`src/rtl/spi_reg_ctrl.sv`:
```
// spi_reg_ctrl: turns the SPI slave's byte stream into register-bank
// reads and writes. One command byte per chip-select frame selects the
// direction (bit7=1 read) and the start address; following bytes are write
// data or dummy bytes that clock out read data.
//
// Build option: define SPI_REG_AUTOINC_EN to advance the address after each
// write commit / read fetch (burst access). Left undefined, the address holds
// the command value for the whole frame (streaming to a single register).
//
// Handshake semantics: byte_done is a one-cycle qualifier for rx_byte and no
// backpressure exists; reg_we and reg_re are single-cycle strobes with
// reg_addr/reg_wdata valid in the same cycle, and reg_rdata is sampled
// exactly one cycle after reg_re.
module spi_reg_ctrl #(
  parameter int         ADDR_W    = 7,
  parameter int         REG_NUM   = 16,
  parameter logic [7:0] SYNC_BYTE = 8'hA5
) (
  input  logic              sys_clk,
  input  logic              sys_rst,
  input  logic              cs,
  input  logic              byte_done,
  input  logic [7:0]        rx_byte,
  output logic [7:0]        tx_byte,
  output logic [ADDR_W-1:0] reg_addr,
  output logic [7:0]        reg_wdata,
  output logic              reg_we,
  output logic              reg_re,
  input  logic [7:0]        reg_rdata,
  output logic              busy,
  output logic              frame_done,
  output logic              err,
  output logic [2:0]        dbg_state
);

  typedef enum logic [2:0] {
    IDLE    = 3'd0,
    CMD     = 3'd1,
    WR      = 3'd2,
    RD_REQ  = 3'd3,
    RD_WAIT = 3'd4,
    RD_DATA = 3'd5
  } state_t;

  // One extra bit so REG_NUM == 2**ADDR_W still compares correctly.
  localparam logic [ADDR_W:0] REG_LIMIT = (ADDR_W+1)'(REG_NUM);

  state_t            state, state_nxt;
  logic [ADDR_W-1:0] addr, addr_nxt, addr_step, cmd_addr;
  logic [7:0]        tx_nxt, wdata_nxt;
  logic [ADDR_W-1:0] reg_addr_nxt;
  logic              we_nxt, re_nxt, err_nxt;
  logic              cs_q, cs_fall, cs_rise, seen_byte;
  logic              addr_ok;

  assign cmd_addr = rx_byte[ADDR_W-1:0];
  assign addr_ok  = ({1'b0, addr} < REG_LIMIT);
  assign cs_fall  = cs_q & ~cs;
  assign cs_rise  = ~cs_q & cs;
  assign busy     = (state != IDLE);
  assign dbg_state = state;

`ifdef SPI_REG_AUTOINC_EN
  assign addr_step = addr + ADDR_W'(1);
`else
  assign addr_step = addr;
`endif

  // State, address and registered bus outputs.
  always_ff @(posedge sys_clk or posedge sys_rst) begin
    if (sys_rst) begin
      state     <= IDLE;
      addr      <= '0;
      tx_byte   <= SYNC_BYTE;
      reg_addr  <= '0;
      reg_wdata <= '0;
      reg_we    <= 1'b0;
      reg_re    <= 1'b0;
      err       <= 1'b0;
    end else begin
      state     <= state_nxt;
      addr      <= addr_nxt;
      tx_byte   <= tx_nxt;
      reg_addr  <= reg_addr_nxt;
      reg_wdata <= wdata_nxt;
      reg_we    <= we_nxt;
      reg_re    <= re_nxt;
      err       <= err_nxt;
    end
  end

  // Next-state decode and next values for the registered outputs.
  always_comb begin
    state_nxt    = state;
    addr_nxt     = addr;
    tx_nxt       = tx_byte;
    reg_addr_nxt = reg_addr;
    wdata_nxt    = reg_wdata;
    we_nxt       = 1'b0;
    re_nxt       = 1'b0;
    err_nxt      = err;
    case (state)
      IDLE: begin
        if (!cs) begin
          state_nxt = CMD;
          tx_nxt    = SYNC_BYTE;
        end
      end
      CMD: begin
        if (byte_done) begin
          addr_nxt = cmd_addr;
          if (rx_byte[7]) begin
            state_nxt    = RD_REQ;
            re_nxt       = 1'b1;
            reg_addr_nxt = cmd_addr;
          end else begin
            state_nxt = WR;
          end
        end
      end
      WR: begin
        // A byte arriving with the cs rise is still committed.
        if (byte_done) begin
          reg_addr_nxt = addr;
          wdata_nxt    = rx_byte;
          addr_nxt     = addr_step;
          if (addr_ok) we_nxt  = 1'b1;
          else         err_nxt = 1'b1;
        end
      end
      RD_REQ: begin
        state_nxt = RD_WAIT;
      end
      RD_WAIT: begin
        tx_nxt    = addr_ok ? reg_rdata : 8'h00;
        if (!addr_ok) err_nxt = 1'b1;
        addr_nxt  = addr_step;
        state_nxt = RD_DATA;
      end
      RD_DATA: begin
        if (byte_done) begin
          state_nxt    = RD_REQ;
          re_nxt       = 1'b1;
          reg_addr_nxt = addr;
        end
      end
      default: state_nxt = IDLE;
    endcase
    // Deselect ends the frame; no read is launched once cs is high.
    if (cs) begin
      state_nxt = IDLE;
      re_nxt    = 1'b0;
    end
    if (cs_fall) err_nxt = 1'b0;
  end

  // Chip-select edge tracking and end-of-frame pulse.
  always_ff @(posedge sys_clk or posedge sys_rst) begin
    if (sys_rst) begin
      cs_q       <= 1'b1;
      seen_byte  <= 1'b0;
      frame_done <= 1'b0;
    end else begin
      cs_q       <= cs;
      frame_done <= cs_rise & (seen_byte | byte_done);
      if (cs_fall) seen_byte <= 1'b0;
      else if (byte_done) seen_byte <= 1'b1;
    end
  end

endmodule
```
`config.mk`:
```
export PLATFORM = sky130hd
export DESIGN_NAME = spi_reg_ctrl
export DESIGN_NICKNAME = d
export VERILOG_FILES = /design/src/rtl/spi_reg_ctrl.sv
export SDC_FILE = /design/constraint.sdc
export NUM_CORES = 1
export LEC_CHECK = 0
export BUFFER_PORTS_ARGS = -buffer_cell sky130_fd_sc_hd__buf_2
export CORE_MARGIN = 2
export CORE_UTILIZATION = 50
export CTS_CLUSTER_DIAMETER = 30
export DETAILED_ROUTE_END_ITERATION = 8
export GPL_TIMING_DRIVEN = 0
export PLACE_DENSITY_LB_ADDON = 0.15
export SYNTH_ARGS = -nofsm -noshare
export SYNTH_HDL_FRONTEND = slang
export SYNTH_SLANG_ARGS = --single-unit
```
`constraint.sdc`:
```
create_clock -name sys_clk -period 2.19 [get_ports sys_clk]
set_input_delay 0.1095 -clock sys_clk [delete_from_list [all_inputs] [get_ports sys_clk]]
set_output_delay 0.1095 -clock sys_clk [all_outputs]
set_load 0.02 [all_outputs]
```
Yosys cells after proc, flatten, opt, wreduce, memory -nomap -nowiden
Cells that the tools add are included.
{"block": "op_classes", "muxes": 26, "n_eq_ne": 13, "reduce_logical": 13, "n_bitwise": 6, "n_lt_le_gt_ge": 1}
{"op": "2-to-1 mux 7 bit", "n": 3}
{"op": "one-hot mux 3 bit (6 select lines)", "n": 1}
{"op": "2-to-1 mux 8 bit", "n": 2}
{"op": "one-hot mux 8 bit (2 select lines)", "n": 1}
{"op": "one-hot mux 7 bit (2 select lines)", "n": 1}
{"op": "2-to-1 mux 1 bit", "n": 13}
{"op": "2-to-1 mux 3 bit", "n": 3}
{"op": "inequality test 3 bit (second input constant)", "n": 3}
{"op": "inequality test 2 bit (second input constant)", "n": 4}
{"op": "AND reduction 2 bit", "n": 4}
{"op": "less-than comparator 7 x 5 -> 1 bit (second input constant)", "n": 1}
{"op": "== test 3 x 2 -> 1 bit (second input constant)", "n": 2}
{"op": "== test 3 bit (second input constant)", "n": 2}
{"op": "nonzero test 2 bit", "n": 3}
{"op": "nonzero test 3 bit", "n": 2}
{"op": "one-hot mux 1 bit (2 select lines)", "n": 2}
{"op": "AND reduction 4 bit", "n": 1}
{"op": "bitwise AND 1 bit", "n": 3}
{"op": "== test 3 x 1 -> 1 bit (second input constant)", "n": 1}
{"op": "zero test 3 bit", "n": 1}
{"op": "AND reduction 3 bit", "n": 1}
{"op": "inequality test 2 x 1 -> 1 bit (second input constant)", "n": 1}
{"op": "NOT 1 bit", "n": 2}
{"op": "OR reduction 2 bit", "n": 1}
{"op": "bitwise OR 1 bit", "n": 1}
{"block": "totals", "out_inout_bits": 31, "reg_bits": 39, "elab_cells": 70, "inputBits": 20}

Longest topological paths before layout
Gate-level depths: netlist of the first run.
{"block": "logic_depth", "ltp_word": 5, "ltp_mapped": 6, "ltp_nobuf": 4}

Worst setup path after synthesis of the first run
OpenSTA, ideal clock, no wires.
{"block": "synth_path", "path_type": "register to register", "startpoint": "register state[0] (netlist: dbg_state[0])", "endpoint": "register reg_addr[0]", "setup_time_ps": 125, "path_stages_with_launch": 7, "required_ps": 2065, "setup_slack_ps": 392, "synth_period_minus_slack_ps": 1798, "arrival_ps": 1674, "n_path_buf": 2, "path_cell_list": "dfrtp_1 -> buf_4 -> nor3b_2 -> nand2b_1 -> buf_6 -> mux2_4 -> mux2_2"}
{"block": "synth_between", "elab_chain_cells": 4, "elab_cells_between_ends": 10, "classes_between": "eq/ne: 6; mux: 1; reduce/logical: 3"}
{"item": "start: declaration", "line": "48", "text": "state_t state, state_nxt;"}
{"item": "start signal: assignment", "line": "81", "text": "state <= state_nxt;"}
{"item": "== test 3 bit or == test 3 x 2 -> 1 bit (tied branches)", "line": "102", "text": "case (state)"}
{"item": "OR reduction 2 bit (no source line)"}
{"item": "inequality test 2 x 1 -> 1 bit (no source line) or nonzero test 2 bit (tied branches)"}
{"item": "AND reduction 4 bit (no source line)"}
{"item": "end signal: assignment", "line": "84", "text": "reg_addr <= reg_addr_nxt;"}
{"item": "end: declaration", "line": "25", "text": "output logic [ADDR_W-1:0] reg_addr,"}
Several ways; a longest one is shown, not always the timed one.
A chain may end at the register's enable or synchronous reset.

Worst setup path after layout of the first run
{"block": "layout_path", "startpoint": "register state[0] (netlist: dbg_state[0])", "endpoint": "register reg_addr[3]"}
The elaborated chain is that of the path after synthesis.

==> results of run 1 <==
## cells by family after synthesis
group,after synthesis
mux,29
flops,39
simple gates,34
buf+inv,10
compound gates,14
## layer usage
metal	routed length, um	vias up	global-route usage (%)
met5	0	-	0
met4	66	0	9.42
met3	207	9	7.25
met2	1510	38	28.9
met1	1330	580	20.9
li1	-	576	-
## area by class of cell
cell class | instances | area [um2] | share of cell area [%]
Multi-Input combinational cell | 77 | 632 | 29.7
Buffer | 6 | 42.5 | 2.00
Sequential cell | 39 | 982 | 46.2
Inverter | 4 | 15.0 | 0.706
Timing Repair Buffer | 60 | 350 | 16.5
Clock buffer | 8 | 48.8 | 2.30
Tap cell | 44 | 55.1 | 2.59
## cell usage after synthesis, types with 2 or more instances
library cell | number | area, um2
a22o_1 | 4 | 35.0
a21oi_1 | 6 | 30.0
mux2_4 | 7 | 105
nand2b_1 | 2 | 12.5
mux2_2 | 22 | 248
nand2_1 | 2 | 7.51
nor3_1 | 2 | 10.0
inv_1 | 4 | 15.0
nand3b_1 | 2 | 15.0
dfstp_2 | 5 | 131
buf_4 | 3 | 22.5
dfrtp_1 | 34 | 851
nor2_1 | 16 | 60.1
## registers in the layout, indices dropped and copies added, names as in the netlist
| name | cells |
|---|---|
| addr | 7 |
| reg_addr | 7 |
| reg_re | 1 |
| tx_byte | 8 |
| reg_we | 1 |
| reg_wdata | 8 |
| frame_done | 1 |
| err | 1 |
| seen_byte | 1 |
| dbg_state | 3 |
| cs_q | 1 |
## worst max-delay path, stage by stage, from the launching register on
cell and delay, ns:
dfrtp_1 0.39, buf_4 0.16, nor3b_2 0.25, nand2b_1 0.16, buf_6 0.16, mux2_4 0.30, mux2_2 0.25
## per-stage QoR
step	utilization (%)	area, um2	setup slack [ns]	std cells	power [mW]
finish	68.0	2130	0.397	238	1.85
floorplan	-	1670	0.392	126	1.33
global route	68.0	2130	0.291	238	1.96
global placement	63.2	1980	0.425	220	1.50
CTS	67.6	2120	0.386	237	1.88
detailed placement	63.2	1980	0.419	220	1.52
## power groups by stage
stage / combinational (mW) / sequential, mW / clock, mW
6_report: 0.559 / 0.946 / 0.349
5_1_grt: 0.603 / 0.967 / 0.390
4_1_cts: 0.566 / 0.949 / 0.366
3_5_place_dp: 0.553 / 0.963 / 0
3_3_place_gp: 0.542 / 0.955 / 0
2_1_floorplan: 0.221 / 1.10 / 0
## cell usage in the layout (no fill, tap or decap)
cell / count
buf_2: 51
dfrtp_1: 34
mux2_2: 22
nor2_1: 16
dlygate4sd3_1: 10
mux2_4: 7
a21oi_1: 6
clkbuf_4: 5
dfstp_2: 5
clkbuf_1: 4
a22o_1: 4
buf_4: 3
inv_1: 3
nand3b_1: 2
nand2b_1: 2
nand2_1: 2
nor3_1: 2
nor4bb_1: 1
nor3b_2: 1
buf_6: 1
nor3b_1: 1
o21ai_2: 1
nor3_2: 1
nor4_1: 1
and2_1: 1
inv_2: 1
a21boi_0: 1
or3b_1: 1
o21ai_0: 1
nor2_2: 1
a311oi_1: 1
nor2b_1: 1
nand3_1: 1
## repair_timing
item	in CTS	in global routing
endpoints found under the hold margin	44	2
hold buffers	9	1
gates resized for setup	0	0
## how the worst max path moves through the flow
stage / from / endpoint / slack, ns / cells after the start
after floorplan: dbg_state[0] / reg_addr[0] / 0.39 / 6
after global placement: dbg_state[0] / reg_addr[3] / 0.43 / 6
after detailed placement: dbg_state[0] / reg_addr[0] / 0.42 / 6
after CTS: dbg_state[0] / reg_addr[3] / 0.39 / 6
after global routing: dbg_state[0] / reg_addr[3] / 0.29 / 6
final: dbg_state[0] / reg_addr[3] / 0.40 / 6
==> reports/summary.txt, run 1 <==
Leakage: 1.04 nW
Reg power frac: 51.0%
CORE AREA: 3130 um2
1st-pass router iterations: 3
Die Y-Extent: 61.8 um
RSZ-0062 raised after global routing: false
Global-route wire length before repair: 4.79 mm
Drt drc: 0
Placer Congestion: 0.702
H-Tree Depth: 2
Synth Area in Adders: 0%
WHS Path Cells: 3
Iteration-0 DRC Markers: 53
Post-synthesis compound-gate area fraction: 5.69%
FFs w/ async S/R, synth: 100%
Synthesized area per cell: 13.3 um2
Clk Latency, worst-skew pair: 0.35 ns
Worst Path Required: 2.42 ns
Synth warnings: 0
FF+latch count, synth: 39
Peak VDD IR: 537 uV
Hold Vio Cnt, Final: 0
Mux cell area share after synthesis: 21.1%
Routed via count: 1203
Reg-to-Reg End: reg_addr[3]
Initial antenna violation count: 0
Psw: 0.600 mW
Hold WS: 0.00498 ns
Final setup viols: 0
Minimum clock period: 1.79 ns
MaxCap Viol Count: 0
Hold WC Path Type: input pin to flip-flop
Clock tree buffer depth: 2
# port buffers: 50
Xor/xnor share of the synthesized area: 0%
Post-CTS Setup Bufs: 0
Register-to-Register Path Depth: 6
Hold Path Sink: tx_byte[2]
Status: complete, no violations
Post-synth net total: 146
Grt ovf: 0
Mapped Area: 1670 um2
R2R Path Start: dbg_state[0]
Synth cell types: 30
Critical Path AT: 2.03 ns
Diode count: 0
Max-slew violation count: 0
Final wirelength: 3.11 mm
Largest family of logic cells by synthesized area: multiplexers
Startpoint types: flip-flop
Site Rows: 20
Clock sink count: 39
F_max: 558 MHz
Area added between synthesis and finish: 27.2%
Clock skew: 0.00960 ns
TritonCTS clock tree: built
Post-Synthesis Cells: 126
DIE AREA: 3820 um2
Switching Share: 32.4%
EDFF count, synth: 0
Worst-path maximum fanout: 9
Fillers: 250
Top FF cell, synth: dfrtp_1
Hold_sp: reg_rdata[2]
Post-synthesis sequential area ratio: 58.8%
Root Driver: clkbuf_4
CTS clk-pin slew, worst paths: 0.11 ns
Pwr dens: 872 nW/um2
Simple-gate share of the synthesized area: 11.0%
Worst-margin pin slew: 0.775 ns
Final worst path period share: 81.9%
Routed vias/inst: 5.05
Clock Power Share: 18.8%
Largest net degree at the start of global routing: 40
Die width: 61.8 um
Initial core utilization: 53.4%
R2R Setup Slk: 0.40 ns
Worst rel slew slack: 48.3%
Io pins: 51
Final HPWL DP: 2.18 mm
Combinational Power Share: 30.1%
Total track usage: 18.1%
Net count reported at finish: 213
Critical Path Sink Type: flip-flop
Routed WL per cell: 13.1 um
Setup TNS: 0 ns
Internal: 1.25 mW
Vias in the first global route: 1129
Crit path kind: flip-flop to flip-flop
Cts bufs inserted: 5
Share of cells above drive strength 1: 51.0%
DRT antenna net count: 0
(Power assumes the default switching activity.)
==> run 2: changes to the inputs <==
CORE_UTILIZATION = 45   (was 50)
clock period = 1.6 ns   (was 2.19 ns; I/O delays follow)
==> run 2 against run 1 <==
The run now ends with negative setup slack left. Setup slack got worse by 0.43 ns. Critical path depth fell by 2. First-iteration DRC count rose by 13%. Sequential power rose by 38%. Non-clock buffer count fell by 7. Critical endpoint is now reg_addr[5]. Largest power group unchanged. Highest routed layer unchanged.
==> reports/summary.txt, run 2 (synthesis results as in run 1) <==
Largest regs: reg_wdata (8), tx_byte (8)
Peak VDD IR: 735 uV (+37%)
Minimum clock period: 1.63 ns (-0.161 ns)
Setup TNS: -0.167 ns (-0.167 ns)
Initial core utilization: 46.4% (-7.1 points)
Final wirelength: 3.20 mm (+2.8%)
Clk Latency, worst-skew pair: 0.29 ns (-0.06 ns)
Iteration-0 DRC Markers: 60 (+13%)
Routed WL per cell: 13.6 um (+4.1%)
Status: finished, violations left
Critical Path AT: 1.81 ns (-0.22 ns)
Leakage: 1.02 nW (-1.9%)
Final WS setup: -0.0316 ns (-0.429 ns)
Fillers: 313 (+25%)
Highest-delay cell along the critical path: dfrtp_2
Total track usage: 16.5% (-1.6 points)
Area of the multi-input gates: 657 um2 (+4.0%)
Max-slew violation count: 0 (unchanged)
Clock tree buffer depth: 2 (unchanged)
Worst-margin pin slew: 0.787 ns (+0.0124 ns)
Placed Instances: 224 (+1.8%)
Clock sink count: 39 (unchanged)
Net count reported at finish: 206 (-3.3%)
TritonCTS clock tree: built
Initial antenna violation count: 0 (unchanged)
Diode count: 0 (unchanged)
Total design power: 2.68 mW (+45%)
Drt drc: 0 (unchanged)
Area added between synthesis and finish: 26.8%
Global-route wire length before repair: 5.06 mm (+5.6%)
Crit path kind: flip-flop to flip-flop
# port buffers: 50 (unchanged)
Routed via count: 1196 (-0.58%)
MaxCap Viol Count: 0 (unchanged)
DRT antenna net count: 0 (unchanged)
Vias in the first global route: 1150 (+1.9%)
Hold Vio Cnt, Final: 0 (unchanged)
Final worst path period share: 102% (+20 points)
Commonest non-fill, non-tap cell in the layout: buf_2
Reg area: 985 um2 (+0.25%)
Cts bufs inserted: 5 (unchanged)
Clock skew: 0.00761 ns (-0.00199 ns)
Final HPWL DP: 2.27 mm (+4.1%)
Critical Path Sink Type: flip-flop
Largest net degree at the start of global routing: 40 (unchanged)
Non-Filler Instances: 235 (-1.3%)
H-Tree Depth: 2 (unchanged)
Share of cells above drive strength 1: 55.6% (+4.6 points)
Die Y-Extent: 65.0 um (+5.1%)
Final setup viols: 7 (+7)
F_max: 613 MHz (+9.9%)
Worst rel slew slack: 47.4% (-0.83 points)
Die width: 65.0 um (+5.1%)
Hold WC Path Type: input pin to flip-flop
Worst-path maximum fanout: 7 (-2)
CORE AREA: 3610 um2 (+15%)
Site Rows: 22 (+10%)
Failing checks: negative setup slack
DIE AREA: 4220 um2 (+10%)
CTS clk-pin slew, worst paths: 0.07 ns (-0.04 ns)
Startpoint types: flip-flop
Grt ovf: 0 (unchanged)
Top delay family on crit path: multiplexers
Root Driver: clkbuf_8
Worst Path Required: 1.78 ns (-0.64 ns)
RSZ-0062 raised after global routing: true
1st-pass router iterations: 4 (+1)
Routed vias/inst: 5.09 (+0.69%)
Pwr dens: 1270 nW/um2 (+45%)
Worst path max stage delay: 0.45 ns (+0.06 ns)
WP buf/inv: 0 (-2)
Critical-path cell list: nor3b_4, nand2b_4, mux2_4, mux2_2
Most frequent cells in the layout: 50 x buf_2, 32 x dfrtp_1, 22 x mux2_2, 16 x nor2_1, 7 x mux2_4
Io pins: 51 (unchanged)
Placer Congestion: 0.668 (-4.7%)
-- run 2: repair_timing --
action,in CTS,in global routing
pin swaps,1,0
hold endpoints to repair,35,0
setup buffers,3,1
resized for setup,1,3
endpoints found under the setup margin,14,26
hold buffers,2,0
-- run 2: worst reg2reg max path, stage by stage (launching register included) --
cell      delay (ns)
dfrtp_2         0.45
nor3b_4         0.25
nand2b_4        0.25
mux2_4          0.31
mux2_2          0.26
-- run 2: area by class of cell --
class / instances / area share [%]
Buffer: 3 / 1.06
Sequential cell: 39 / 46.5
Inverter: 4 / 0.708
Timing Repair Buffer: 56 / 14.2
Multi-Input combinational cell: 77 / 31.0
Tap cell: 48 / 2.83
Clock buffer: 8 / 3.78
-- run 2: path summary, 6_finish.rpt --
kind | startpoint | to | slack [ns] | cells after the start
max in group asynchronous | sys_rst | dbg_state[2] | 0.55 | 3
max | dbg_state[0] | reg_addr[5] | -0.03 | 4
min reg2reg | seen_byte | seen_byte | 0.50 | 2
min | reg_rdata[4] | tx_byte[4] | 0.02 | 2
max reg2reg | dbg_state[0] | reg_addr[5] | -0.03 | 4
min in group asynchronous | sys_rst | reg_wdata[2] | 0.49 | 3
-- run 2: routing by layer --
layer | up-vias | wire length [um] | track usage, %
li1 | 562 | - | -
met1 | 582 | 1380 | 19.1
met2 | 46 | 1530 | 27.7
met3 | 6 | 233 | 5.90
met4 | 0 | 53 | 6.38
met5 | - | 0 | 0
-- run 2: metrics by stage --
| stage | hold slack, ns | worst slack, ns | util, % | area [um2] |
|---|---|---|---|---|
| global route | 0.0228 | -0.112 | 58.8 | 2120 |
| floorplan | 0.0845 | -0.157 | - | 1700 |
| detailed placement | 0.261 | -0.177 | 55.6 | 2010 |
| CTS | 0.0112 | -0.0618 | 58.2 | 2100 |
| finish | 0.0219 | -0.0316 | 58.8 | 2120 |
| global placement | 0.257 | -0.158 | 55.6 | 2010 |
-- run 2: report_power, final --
part	switching (mW)	internal, mW
clock network	0.309	0.309
logic	0.415	0.338
registers	0.112	1.20
total	0.836	1.85
==> run 3: changes to the inputs <==
REMOVE_ABC_BUFFERS = 1   (was unset)
==> run 3 against run 2 <==
Utilization increased by 2.6 points. Die area is the same. The flow still finishes with violations (negative setup slack). Wire length is 5.5% higher. Sequential cell count stayed put. Via count is 0.59% lower.
==> reports/summary.txt, run 3 (synthesis results as in run 1) <==
Drt drc: 0 (unchanged)
Worst-margin pin slew: 0.794 ns (+0.00699 ns)
Reg-to-Reg End: reg_addr[0]
Critical Path Sink Type: flip-flop
Final HPWL DP: 2.36 mm (+4.2%)
Post-place setup slack: -0.475 ns (-0.298 ns)
Global-route wire length before repair: 5.58 mm (+10%)
Placer Congestion: 0.740 (+11%)
Hold WC Path Type: input pin to flip-flop
GR Util met2: 30.5% (+2.8 points)
Failing checks: negative setup slack
Final Core Density: 61.4% (+2.6 points)
Worst Path Required: 1.77 ns (about the same)
R2R Setup Slk: -0.03 ns (about the same)
GR Util met3: 4.17% (-1.7 points)
Grt ovf: 0 (unchanged)
DIE AREA: 4220 um2 (unchanged)
Combinational Power Share: 27.9% (-0.2 points)
Met1 Use GR: 21.1% (+1.9 points)
Worst setup path endpoint: reg_addr[0]
Share of cells above drive strength 1: 58.9% (+3.2 points)
MaxCap Viol Count: 0 (unchanged)
Hold Vio Cnt, Final: 0 (unchanged)
Clock Power Share: 25.4% (+2.4 points)
Psw: 0.852 mW (+1.9%)
Peak VDD IR: 527 uV (-28%)
Cts bufs inserted: 5 (unchanged)
GRT busiest layer: met2
Reg power frac: 46.7% (-2.2 points)
Most frequent cells in the layout: 50 x buf_2, 31 x dfrtp_1, 21 x mux2_2, 16 x nor2_1, 10 x buf_4
Status: finished, violations left
R2R Path Start: dbg_state[2]
H-Tree Depth: 2 (unchanged)
Pwr dens: 1270 nW/um2 (about the same)
Iteration-0 DRC Markers: 34 (-43%)
TritonCTS clock tree: built
Largest net degree at the start of global routing: 40 (unchanged)
CORE AREA: 3610 um2 (unchanged)
Total design power: 2.80 mW (+4.4%)
1st-pass router iterations: 4 (unchanged)
Clock sink count: 39 (unchanged)
Worst-path maximum fanout: 7 (unchanged)
RSZ-0062 raised after global routing: true
Minimum clock period: 1.63 ns (-0.00388 ns)
Net count reported at finish: 211 (+2.4%)
Fillers: 319 (+1.9%)
Final WS setup: -0.0277 ns (+0.00388 ns)
Final worst path period share: 102% (-0.24 points)
Routed vias/inst: 4.95 (-2.7%)
Register-to-Register Path Depth: 4 (unchanged)
Die Y-Extent: 65.0 um (unchanged)
Final wirelength: 3.38 mm (+5.5%)
Io pins: 51 (unchanged)
Clock skew: 0.00734 ns (-0.000266 ns)
Initial antenna violation count: 0 (unchanged)
Diode count: 0 (unchanged)
Largest regs: reg_wdata (8), tx_byte (8)
Commonest non-fill, non-tap cell in the layout: buf_2
DRT antenna net count: 0 (unchanged)
Site Rows: 22 (unchanged)
F_max: 614 MHz (+0.24%)
Crit path kind: flip-flop to flip-flop
Vias in the first global route: 1209 (+5.1%)
Clk Latency, worst-skew pair: 0.29 ns (about the same)
Leakage: 1.07 nW (+5.1%)
Area of the multi-input gates: 677 um2 (+3.0%)
Routed via count: 1189 (-0.59%)
Die width: 65.0 um (unchanged)
Final setup viols: 7 (unchanged)
Critical Path AT: 1.80 ns (about the same)
Reg area: 986 um2 (+0.13%)
Switching Share: 30.4% (-0.75 points)
Initial core utilization: 46.4% (unchanged)
Routed WL per cell: 14.1 um (+3.3%)
Worst rel slew slack: 47.0% (-0.47 points)
Startpoint types: flip-flop
Internal: 1.95 mW (+5.5%)
Setup crit start: dbg_state[2]
Area added between synthesis and finish: 32.4%
Clock tree buffer depth: 2 (unchanged)
Total track usage: 18.2% (+1.7 points)
# port buffers: 50 (unchanged)
Root Driver: clkbuf_8
Max-slew violation count: 0 (unchanged)
CTS clk-pin slew, worst paths: 0.07 ns (about the same)
run 3: how the worst min path moves through the flow:
| stage | from | endpoint | slack (ns) | cells past startpoint |
|---|---|---|---|---|
| after global placement | cs | cs_q | 0.25 | 1 |
| after CTS | reg_rdata[4] | tx_byte[4] | 0.00004 | 2 |
| final | reg_rdata[6] | tx_byte[6] | 0.01 | 2 |
| after floorplan | cs | cs_q | 0.08 | 0 |
| after detailed placement | cs | cs_q | 0.26 | 1 |
| after global routing | reg_rdata[6] | tx_byte[6] | 0.008 | 2 |
run 3: worst max-delay path, stage by stage (launching register included):
cell and delay (ns):
dfrtp_2 0.46, nor3b_2 0.22, nand2b_4 0.25, mux2_4 0.31
mux2_2 0.26
run 3: per-stage QoR:
step | hold slack (ns) | area, um2 | setup TNS [ns] | cells
global placement | 0.249 | 1940 | -14.20 | 218
detailed placement | 0.256 | 1950 | -6.44 | 219
finish | 0.0147 | 2210 | -0.143 | 240
CTS | 0.0000357 | 2200 | -0.0332 | 240
floorplan | 0.0845 | 1630 | -7.06 | 120
global route | 0.00786 | 2210 | -0.630 | 240
run 3: repair_timing:
| item | 4_1_cts | 5_1_grt |
|---|---|---|
| setup buffers | 10 | 0 |
| pin swaps | 2 | 2 |
| endpoints found under the hold margin | 36 | 0 |
| gates resized for setup | 8 | 3 |
| hold buffers | 3 | 0 |
| endpoints found under the setup margin | 23 | 23 |
run 3: area by class of cell:
| cell class | count | share of cell area [%] |
|---|---|---|
| clock buffer | 8 | 4.52 |
| inverter | 4 | 0.678 |
| multi-input combinational | 77 | 30.6 |
| sequential | 39 | 44.5 |
| tap | 48 | 2.71 |
| timing repair buffer | 64 | 17.0 |
run 3: power groups by stage:
stage          sequential [mW]  clock [mW]  combinational (mW)
2_1_floorplan             1.52           0               0.284
3_3_place_gp              1.32           0               0.722
3_5_place_dp              1.33           0               0.739
4_1_cts                   1.31       0.737               0.787
5_1_grt                   1.34       0.782               0.841
6_report                  1.31       0.711               0.782
run 3: metal layers:
| metal | wire [um] | vias to the layer above |
|---|---|---|
| met5 | 0 | - |
| met1 | 1390 | 586 |
| met3 | 177 | 5 |
| met4 | 65 | 0 |
| li1 | - | 568 |
| met2 | 1740 | 30 |
